==> config.mk <==
export PLATFORM = sky130hd
export DESIGN_NAME = mp3_sdi_feeder
export DESIGN_NICKNAME = d
export VERILOG_FILES = /design/src/rtl/mp3_sdi_pkg.sv /design/src/rtl/mp3_sdi_feeder_byte_tx.sv /design/src/rtl/mp3_sdi_feeder.sv
export SDC_FILE = /design/constraint.sdc
export NUM_CORES = 1
export LEC_CHECK = 0
export ABC_AREA = 1
export ABC_CLOCK_PERIOD_IN_PS = 1600
export BUFFER_PORTS_ARGS = -buffer_cell sky130_fd_sc_hd__clkbuf_2
export CORE_UTILIZATION = 51
export DETAILED_ROUTE_END_ITERATION = 7
export PLACE_DENSITY = 0.76
export SLEW_MARGIN = 20
export SYNTH_ARGS = -nofsm -noshare
export SYNTH_HDL_FRONTEND = slang
export SYNTH_SLANG_ARGS = --single-unit
==> constraint.sdc <==
create_clock -name clk -period 1.6 [get_ports clk]
set_input_delay 0.08 -clock clk [delete_from_list [all_inputs] [get_ports clk]]
set_output_delay 0.08 -clock clk [all_outputs]
set_load 0.05 [all_outputs]
==> src/rtl/mp3_sdi_pkg.sv <==
// Shared definitions for the MP3 SDI feeder: FSM encoding, pin idle levels
// and a small width helper.
package mp3_sdi_pkg;

   typedef enum logic [2:0] {
      ST_IDLE  = 3'd0,
      ST_POP   = 3'd1,
      ST_LOAD  = 3'd2,
      ST_SHIFT = 3'd3,
      ST_GAP   = 3'd4
   } state_t;

   localparam logic SDI_IDLE_SCK      = 1'b0;
   localparam logic XDCS_INACTIVE     = 1'b1;
   localparam int   DEFAULT_BURST_LEN = 32;

   // Bits needed to hold values 0..max_val, never less than one.
   function automatic int bits_for(input int max_val);
      return (max_val < 1) ? 1 : $clog2(max_val + 1);
   endfunction

endpackage

==> src/rtl/mp3_sdi_feeder_byte_tx.sv <==
// Shifts one byte out MSB first on SCK/MOSI; SCK idles low and each level
// lasts CLK_DIV clocks. done is high in the last clock of bit 0's high phase.
module sdi_byte_tx
   import mp3_sdi_pkg::*;
#(
   parameter int CLK_DIV = 4
) (
   input  logic       clk,
   input  logic       rst,
   input  logic       load,
   input  logic [7:0] data,
   output logic       sck,
   output logic       mosi,
   output logic       done
);

   localparam int               DIV_W    = bits_for(CLK_DIV - 1);
   localparam logic [DIV_W-1:0] DIV_LAST = DIV_W'(CLK_DIV - 1);

   logic             active;
   logic [DIV_W-1:0] div_cnt;
   logic [2:0]       bit_cnt;
   logic [6:0]       shreg;
   logic             phase_end;

   assign phase_end = active && (div_cnt == DIV_LAST);
   assign done      = phase_end && sck && (bit_cnt == 3'd0);

   // MOSI only moves as SCK returns low, so it is stable across every rise.
   always_ff @(posedge clk or posedge rst) begin
      if (rst) begin
         active  <= 1'b0;
         sck     <= SDI_IDLE_SCK;
         mosi    <= 1'b0;
         div_cnt <= '0;
         bit_cnt <= '0;
         shreg   <= '0;
      end else if (load) begin
         active  <= 1'b1;
         sck     <= SDI_IDLE_SCK;
         mosi    <= data[7];
         shreg   <= data[6:0];
         bit_cnt <= 3'd7;
         div_cnt <= '0;
      end else if (active) begin
         if (phase_end) begin
            div_cnt <= '0;
            if (!sck) begin
               sck <= 1'b1;
            end else begin
               sck <= SDI_IDLE_SCK;
               if (bit_cnt == 3'd0) begin
                  active <= 1'b0;
               end else begin
                  bit_cnt <= bit_cnt - 3'd1;
                  mosi    <= shreg[6];
                  shreg   <= {shreg[5:0], 1'b0};
               end
            end
         end else begin
            div_cnt <= div_cnt + DIV_W'(1);
         end
      end
   end

endmodule

==> src/rtl/mp3_sdi_feeder.sv <==
// Drains the MP3 byte FIFO into the decoder SDI port in DREQ-qualified bursts
// of up to BURST_LEN bytes, framing each burst with XDCS.
module mp3_sdi_feeder
   import mp3_sdi_pkg::*;
#(
   parameter int DATA_WIDTH = 8,
   parameter int BURST_LEN  = DEFAULT_BURST_LEN,
   parameter int CLK_DIV    = 4,
   parameter int CNT_WIDTH  = 32
) (
   input  logic                  clk,
   input  logic                  rst,
   input  logic                  enable,
   input  logic                  fifo_empty,
   input  logic [DATA_WIDTH-1:0] fifo_data,
   output logic                  fifo_rd_en,
   input  logic                  dreq,
   output logic                  sdi_sck,
   output logic                  sdi_mosi,
   output logic                  sdi_xdcs,
   output logic                  busy,
   output logic                  starved,
   output logic [CNT_WIDTH-1:0]  bytes_sent
);

   localparam int                 BURST_W    = bits_for(BURST_LEN);
   localparam logic [BURST_W-1:0] BURST_LAST = BURST_W'(BURST_LEN - 1);
   localparam int                 GAP_W      = bits_for(CLK_DIV - 1);
   localparam logic [GAP_W-1:0]   GAP_LAST   = GAP_W'(CLK_DIV - 1);

   state_t             state;
   logic [BURST_W-1:0] burst_cnt;
   logic [GAP_W-1:0]   gap_cnt;
   logic               tx_load;
   logic               tx_done;

   // FIFO handshake: fifo_empty low is "valid", fifo_rd_en is "ready"; a read
   // happens only when both are high in POP, and fifo_data is used in LOAD.
   assign fifo_rd_en = (state == ST_POP) && !fifo_empty;
   assign tx_load    = (state == ST_LOAD);
   assign busy       = (state != ST_IDLE);

   sdi_byte_tx #(
      .CLK_DIV (CLK_DIV)
   ) u_byte_tx (
      .clk  (clk),
      .rst  (rst),
      .load (tx_load),
      .data (fifo_data),
      .sck  (sdi_sck),
      .mosi (sdi_mosi),
      .done (tx_done)
   );

   always_ff @(posedge clk or posedge rst) begin
      if (rst) begin
         state      <= ST_IDLE;
         sdi_xdcs   <= XDCS_INACTIVE;
         burst_cnt  <= '0;
         gap_cnt    <= '0;
         starved    <= 1'b0;
         bytes_sent <= '0;
      end else begin
         starved <= 1'b0;
         case (state)
            ST_IDLE: begin
               if (enable && dreq && !fifo_empty) begin
                  sdi_xdcs  <= ~XDCS_INACTIVE;
                  burst_cnt <= '0;
                  state     <= ST_POP;
               end
            end
            ST_POP: begin
               if (!fifo_empty) begin
                  state <= ST_LOAD;
               end else begin
                  starved  <= 1'b1;
                  sdi_xdcs <= XDCS_INACTIVE;
                  gap_cnt  <= '0;
                  state    <= ST_GAP;
               end
            end
            ST_LOAD: state <= ST_SHIFT;
            ST_SHIFT: begin
               if (tx_done) begin
                  bytes_sent <= bytes_sent + CNT_WIDTH'(1);
                  burst_cnt  <= burst_cnt + BURST_W'(1);
                  // An empty FIFO at a byte boundary is a clean end of stream.
                  if ((burst_cnt == BURST_LAST) || !enable || fifo_empty) begin
                     sdi_xdcs <= XDCS_INACTIVE;
                     gap_cnt  <= '0;
                     state    <= ST_GAP;
                  end else begin
                     state <= ST_POP;
                  end
               end
            end
            ST_GAP: begin
               if (gap_cnt == GAP_LAST) state <= ST_IDLE;
               else gap_cnt <= gap_cnt + GAP_W'(1);
            end
            default: state <= ST_IDLE;
         endcase
      end
   end

endmodule

# [Word-level counts from Yosys, hierarchy flattened]
# Cells that the tools add are included.
# W data, S select, Z words.
[totals] input_bits=13 regBits=60 out_inout_bits=38 word_cells=105
[classes] n_eq_ne=14 addsub=5 n_reduce_logical=26 muxes=48
[ops] op="$mux W7" n=5
[ops] op="$add A32 B1 Y32 const B" n=1
[ops] op="$mux W3" n=10
[ops] op="$mux W1" n=20
[ops] op="$pmux W3 S5" n=1
[ops] op="$mux W2" n=7
[ops] op="$ne A2 B2 Y1 const B" n=7
[ops] op="$mux W6" n=2
[ops] op="$pmux W6 S2" n=1
[ops] op="$reduce_and A5 Y1" n=2
[ops] op="$reduce_bool A3 Y1" n=3
[ops] op="$reduce_bool A2 Y1" n=4
[ops] op="$add A6 B1 Y6 const B" n=1
[ops] op="$eq A3 B2 Y1 const B" n=2
[ops] op="$eq A6 B5 Y1 const B" n=1
[ops] op="$logic_and A1 B1 Y1" n=6
[ops] op="$logic_not A3 Y1" n=2
[ops] op="$pmux W2 S3" n=1
[ops] op="$reduce_and A3 Y1" n=2
[ops] op="$add A2 B1 Y2 const B" n=2
[ops] op="$eq A2 B2 Y1 const B" n=2
[ops] op="$reduce_and A2 Y1" n=2
[ops] op="$reduce_and A4 Y1" n=1
[ops] op="$eq A3 B1 Y1 const B" n=1
[ops] op="other kinds (5)" n=7

# [Longest topological paths before layout]
[depth] ltp_word=6 depth_mapped=11 depth_no_buf=11

# [Modules after synthesis]
# Synthesis repeated with hierarchy kept, for this count alone.
[hier_totals] hier_cells=465 area_unflattened_um2=3429.5
[by_module_without_submodules] module="mp3_sdi_feeder" seq_area_each_um2=1127.3 area_per_inst_um2=2627.5 cells_each=361 n_inst=1
[by_module_without_submodules] module="sdi_byte_tx" seq_area_each_um2=375.4 area_per_inst_um2=802.0 cells_each=104 n_inst=1

# [Worst setup path after synthesis]
# Ideal clock, no wire load.
[synth_path] path_kind="register -> register" from="register bytes_sent[0]" to="register bytes_sent[22]" required_time_ns=1.480 path_buffers=0 setup_time_ns=0.120 stages_incl_launch_ff=11 t_arrival_ns=1.755 period_less_slack_ns=1.875 setup_slack_ns=-0.275 path_cell_list="dfrtp_1 ha_1 nand2_1 nor2_1 nand2_1 nor2_1 nand2_4 nor2_4 nand2_1 nand2_1 nand2_1"
[synth_via] elab_chain_cells=1
[synth_rtl] element="from (decl)" line_no="mp3_sdi_feeder.sv:23" source="output logic [CNT_WIDTH-1:0] bytes_sent"
[synth_rtl] element="from (signal assigned)" line_no="mp3_sdi_feeder.sv:86" source="bytes_sent <= bytes_sent + CNT_WIDTH'(1);"
[synth_rtl] element="$add A32 B1 Y32" line_no="mp3_sdi_feeder.sv:86"
# No other way between the ends.
# A chain may end at the register's enable or synchronous reset.

# [Worst setup path in the final report]
[layout_path] from="register u_byte_tx.div_cnt[1]" to="register bytes_sent[22]"
[layout_via] elab_chain_cells=5
[layout_rtl] element="from (decl)" line_no="mp3_sdi_feeder_byte_tx.sv:21" source="logic [DIV_W-1:0] div_cnt;"
[layout_rtl] element="from (signal assigned)" line_no="mp3_sdi_feeder_byte_tx.sv:61" source="div_cnt <= div_cnt + DIV_W'(1);"
[layout_rtl] element="$eq A2 B2 Y1" line_no="mp3_sdi_feeder_byte_tx.sv:26" source="assign phase_end = active && (div_cnt == DIV_LAST);"
[layout_rtl] element="$logic_and A1 B1 Y1" line_no="mp3_sdi_feeder_byte_tx.sv:26"
[layout_rtl] element="$logic_and A1 B1 Y1 (2 in series)" line_no="mp3_sdi_feeder_byte_tx.sv:27" source="assign done = phase_end && sck && (bit_cnt == 3'd0);"
[layout_rtl] element="$reduce_and A2 Y1 (no line)"
# No other way between the ends.

==> run_results.csv <==
group,metric,value,unit
yosys,post_synth.cell_area_avg,7.777,µm²
yosys,ys_warn_count,0,
place,dp_cells,559,
grt,grt.overflow.total,0,
grt,grt_pass1_vias,2932,
die,row_count,28,
grt,grt_use_total,24.16,%
finish,area_growth,27.68,%
grt,grt_max_degree,25,
die,ios,51,
pwr,peakVddDrop,0.4852,mV
yosys,seq_area_frac_synth,45.79,%
pwr,power,2.812,mW
die,die_x,82.22,µm
finish,multi_input_area,1713,µm²
worst_setup_path,path_buf_inv,0,
hold_path,hold_path.class,"primary input to flop",
finish,drive_gt1_share,27.38,%
yosys,syn_area,3282,µm²
cts,cts-htree-levels,3,
route,dr_total_vias,3030,
pwr,power_leakage,2.059,nW
yosys,yosysUniqueCellTypes,30,
worst_setup_path,slowest_delay,420,ps
finish,num-fill-cells,503,
sta,slew_headroom,72.46,%
place,hpwl,5432,µm
finish,diodes,0,
yosys,async_flop_share,100.0,%
die,start_util,54.15,%
cts,cts_root_buf,"clkbuf_8",
worst_setup_path,worst_ep_arrival_time,1840,ps
outcome,run_status,"complete, but fails checks",
worst_setup_path,path_delay_family,"simple AND/OR/NAND/NOR gates",
route,post-route-drc-count,0,
worst_setup_path,worstPathRequired,1840,ps
finish,fin_cells,590,
yosys,synth_cells,422,
sta,hold_ws,15.86,ps
route,wirelength,7576,µm
place,pre_cts_ws,-49.31,ps
yosys,ys_ff_latch,60,
sta,fin_ws,-2.123,ps
die,die_h,82.22,µm
cts,cts_tree,"built",
finish,fin_util,69.14,%
worst_setup_path,path_class,"flop to flop",
cts,numClockSinks,60,
grt,grt_pass1_wl,12340,µm
cts,clk_latency,350,ps
finish,fin_area,4190,µm²
sta,hold_viol_final,0,
sta,skew,8.835,ps
worst_setup_path,regToRegStartpoint,"u_byte_tx.div_cnt[1]$_DFFE_PP0P_",
route,first_iter_violations,135,
route,vias_per_cell,5.136,
finish,regArea,1521,µm²
place,gp_congestion,0.8791,
worst_setup_path,critPathSlowestCell,"dfrtp_1",
place,place_area,3761,µm²
hold_path,hp-start,"fifo_empty",
grt,antenna_found_initial,0,
yosys,synth_edf_count,0,
flow_run,cap_violations,0,
place,portBuffers,50,
cts,cts_buffers,9,
outcome,violations,"setup timing",
die,die-area,6760,µm²
cts,cts.path.max_buffers,2,
worst_setup_path,crit_start,"u_byte_tx.div_cnt[1]$_DFFE_PP0P_",
sta,finalCritPeriodShare,100.1,%
die,core-area,6061,µm²
worst_setup_path,crit_chain,"ha_4 -> nand2_4 -> nor2_4 -> nand2_4 -> nor2_4 -> nand2_4 -> nor2_4 -> nand2_1 -> nand2_1 -> nand2_1",
worst_setup_path,path_max_fanout,5,
sta,worstMarginPinSlew,412.3,ps
yosys,syn-num-nets,441,
pwr,power_per_cell_area,671.1,nW/µm²
finish,nNetsFinal,529,
cts,cts.clk_slew.worst_paths,70,ps
sta,setup_viol,1,
sta,clock.fmax,0.6242,GHz
sta,rsz0062_at_grt,"yes",
sta,period_needed,1602,ps
worst_setup_path,cp-end-kind,"flop",
route,first_pass_iters,4,
route,ant_nets,0,
sta,maxSlewViolCount,0,
worst_setup_path,cp-start-kind,"flop",
yosys,synthFlopType,"dfrtp_1",
sta,setup_tns,-2.123,ps
route,wire_per_inst,12.84,µm
-- kinds of logic after synthesis --
group / share of synthesized area (%)
simple gates: 36.98
buf+inv: 5.642
xor+xnor: 5.337
fa+ha+maj: 2.287
compound gates: 3.965
flops: 45.79
-- timing repair --
| action | in CTS | in global routing |
|---|---|---|
| cloned | 0 | 0 |
| resized for setup | 5 | 28 |
| hold endpoints to repair | 21 | 0 |
| hold buffers | 8 | 0 |
| buffers inserted | 0 | 7 |
| pin swaps | 1 | 13 |
| endpoints found under the setup margin | 6 | 32 |
-- flip-flops by register name, summed over array words and instances (netlist names) --
register	cells
burst_cnt	6
bytes_sent	32
gap_cnt	2
sdi_xdcs	1
starved	1
state	3
u_byte_tx.active	1
u_byte_tx.bit_cnt	3
u_byte_tx.div_cnt	2
u_byte_tx.mosi	1
u_byte_tx.sck	1
u_byte_tx.shreg	7
-- worst register-to-register path: stages (launching register included) --
cell and delay [ps]:
dfrtp_1 420, ha_4 190, nand2_4 60, nor2_4 130, nand2_4 70, nor2_4 160
nand2_4 100, nor2_4 170, nand2_1 70, nand2_1 70, nand2_1 50
-- per-layer routing --
metal  vias to the layer above  track usage, %  wire, µm
li1                       1510               -         -
met1                      1441           28.81      3257
met2                        67           42.15      3943
met3                        12           4.505       258
met4                         0           10.70       117
met5                         -               0         0
-- synthesized netlist by cell type (2+ instances only) --
| library cell | n | area, µm² |
|---|---|---|
| nand2_1 | 145 | 544.3 |
| dfrtp_1 | 59 | 1476 |
| nor2_1 | 54 | 202.7 |
| inv_1 | 42 | 157.7 |
| nand3_1 | 27 | 135.1 |
| xor2_1 | 13 | 113.9 |
| o21ai_0 | 11 | 55.05 |
| nand3b_1 | 8 | 60.06 |
| nor2_4 | 8 | 90.09 |
| xnor2_1 | 7 | 61.31 |
| ha_1 | 6 | 75.07 |
| nand4_1 | 6 | 37.54 |
| nand2_2 | 5 | 31.28 |
| nor3_1 | 5 | 25.02 |
| a21oi_1 | 4 | 20.02 |
| o221ai_1 | 4 | 35.03 |
| inv_2 | 3 | 11.26 |
| nand2_4 | 2 | 22.52 |
| nand3_2 | 2 | 20.02 |
-- worst paths after layout --
path	to	slack (ps)	depth (start not counted)
worst max-delay path	bytes_sent[22]$_DFFE_PP0P_	-2	10
worst min-delay path	starved$_DFF_PP0_	20	3
worst max register to register	bytes_sent[22]$_DFFE_PP0P_	-2	10
worst min register to register	u_byte_tx.shreg[6]$_DFFE_PP0P_	490	2
max in group asynchronous	sdi_xdcs$_DFFE_PP1P_	740	4
min in group asynchronous	bytes_sent[27]$_DFFE_PP0P_	270	3
-- placed cells by master, fill, tap and decap left out, types with 2 or more instances in the layout --
cell type	count
a21oi_1	4
o21ai_0	11
clkbuf_1	2
xor2_1	13
nand2_4	6
dfrtp_1	44
xnor2_1	7
o221ai_1	4
inv_1	39
clkbuf_2	48
clkinv_2	2
ha_1	3
nor2_1	50
dfrtp_2	15
buf_4	19
nand3_2	3
nand2_1	140
inv_2	5
clkbuf_8	10
nor3_1	4
nor2_4	12
dlygate4sd3_1	8
nand4_1	6
nand2_2	6
nand3_1	25
buf_12	2
nand3b_1	8
clkinvlp_4	3
ha_4	2
-- layout make-up --
class                           instances  area share (%)
Multi-Input combinational cell        315           40.88
Clock inverter                          4          0.5972
Tap cell                               75           2.239
Timing Repair Buffer                   79           12.39
Sequential cell                        60           36.31
Clock buffer                           12           3.464
Inverter                               45           4.121
-- report_power, final --
part           internal, mW  leakage [nW]  switching, mW
clock                 0.599        0.0824          0.620
combinational        0.0332          1.22         0.0432
sequential             1.52         0.756              0
(Power assumes the default switching activity.)
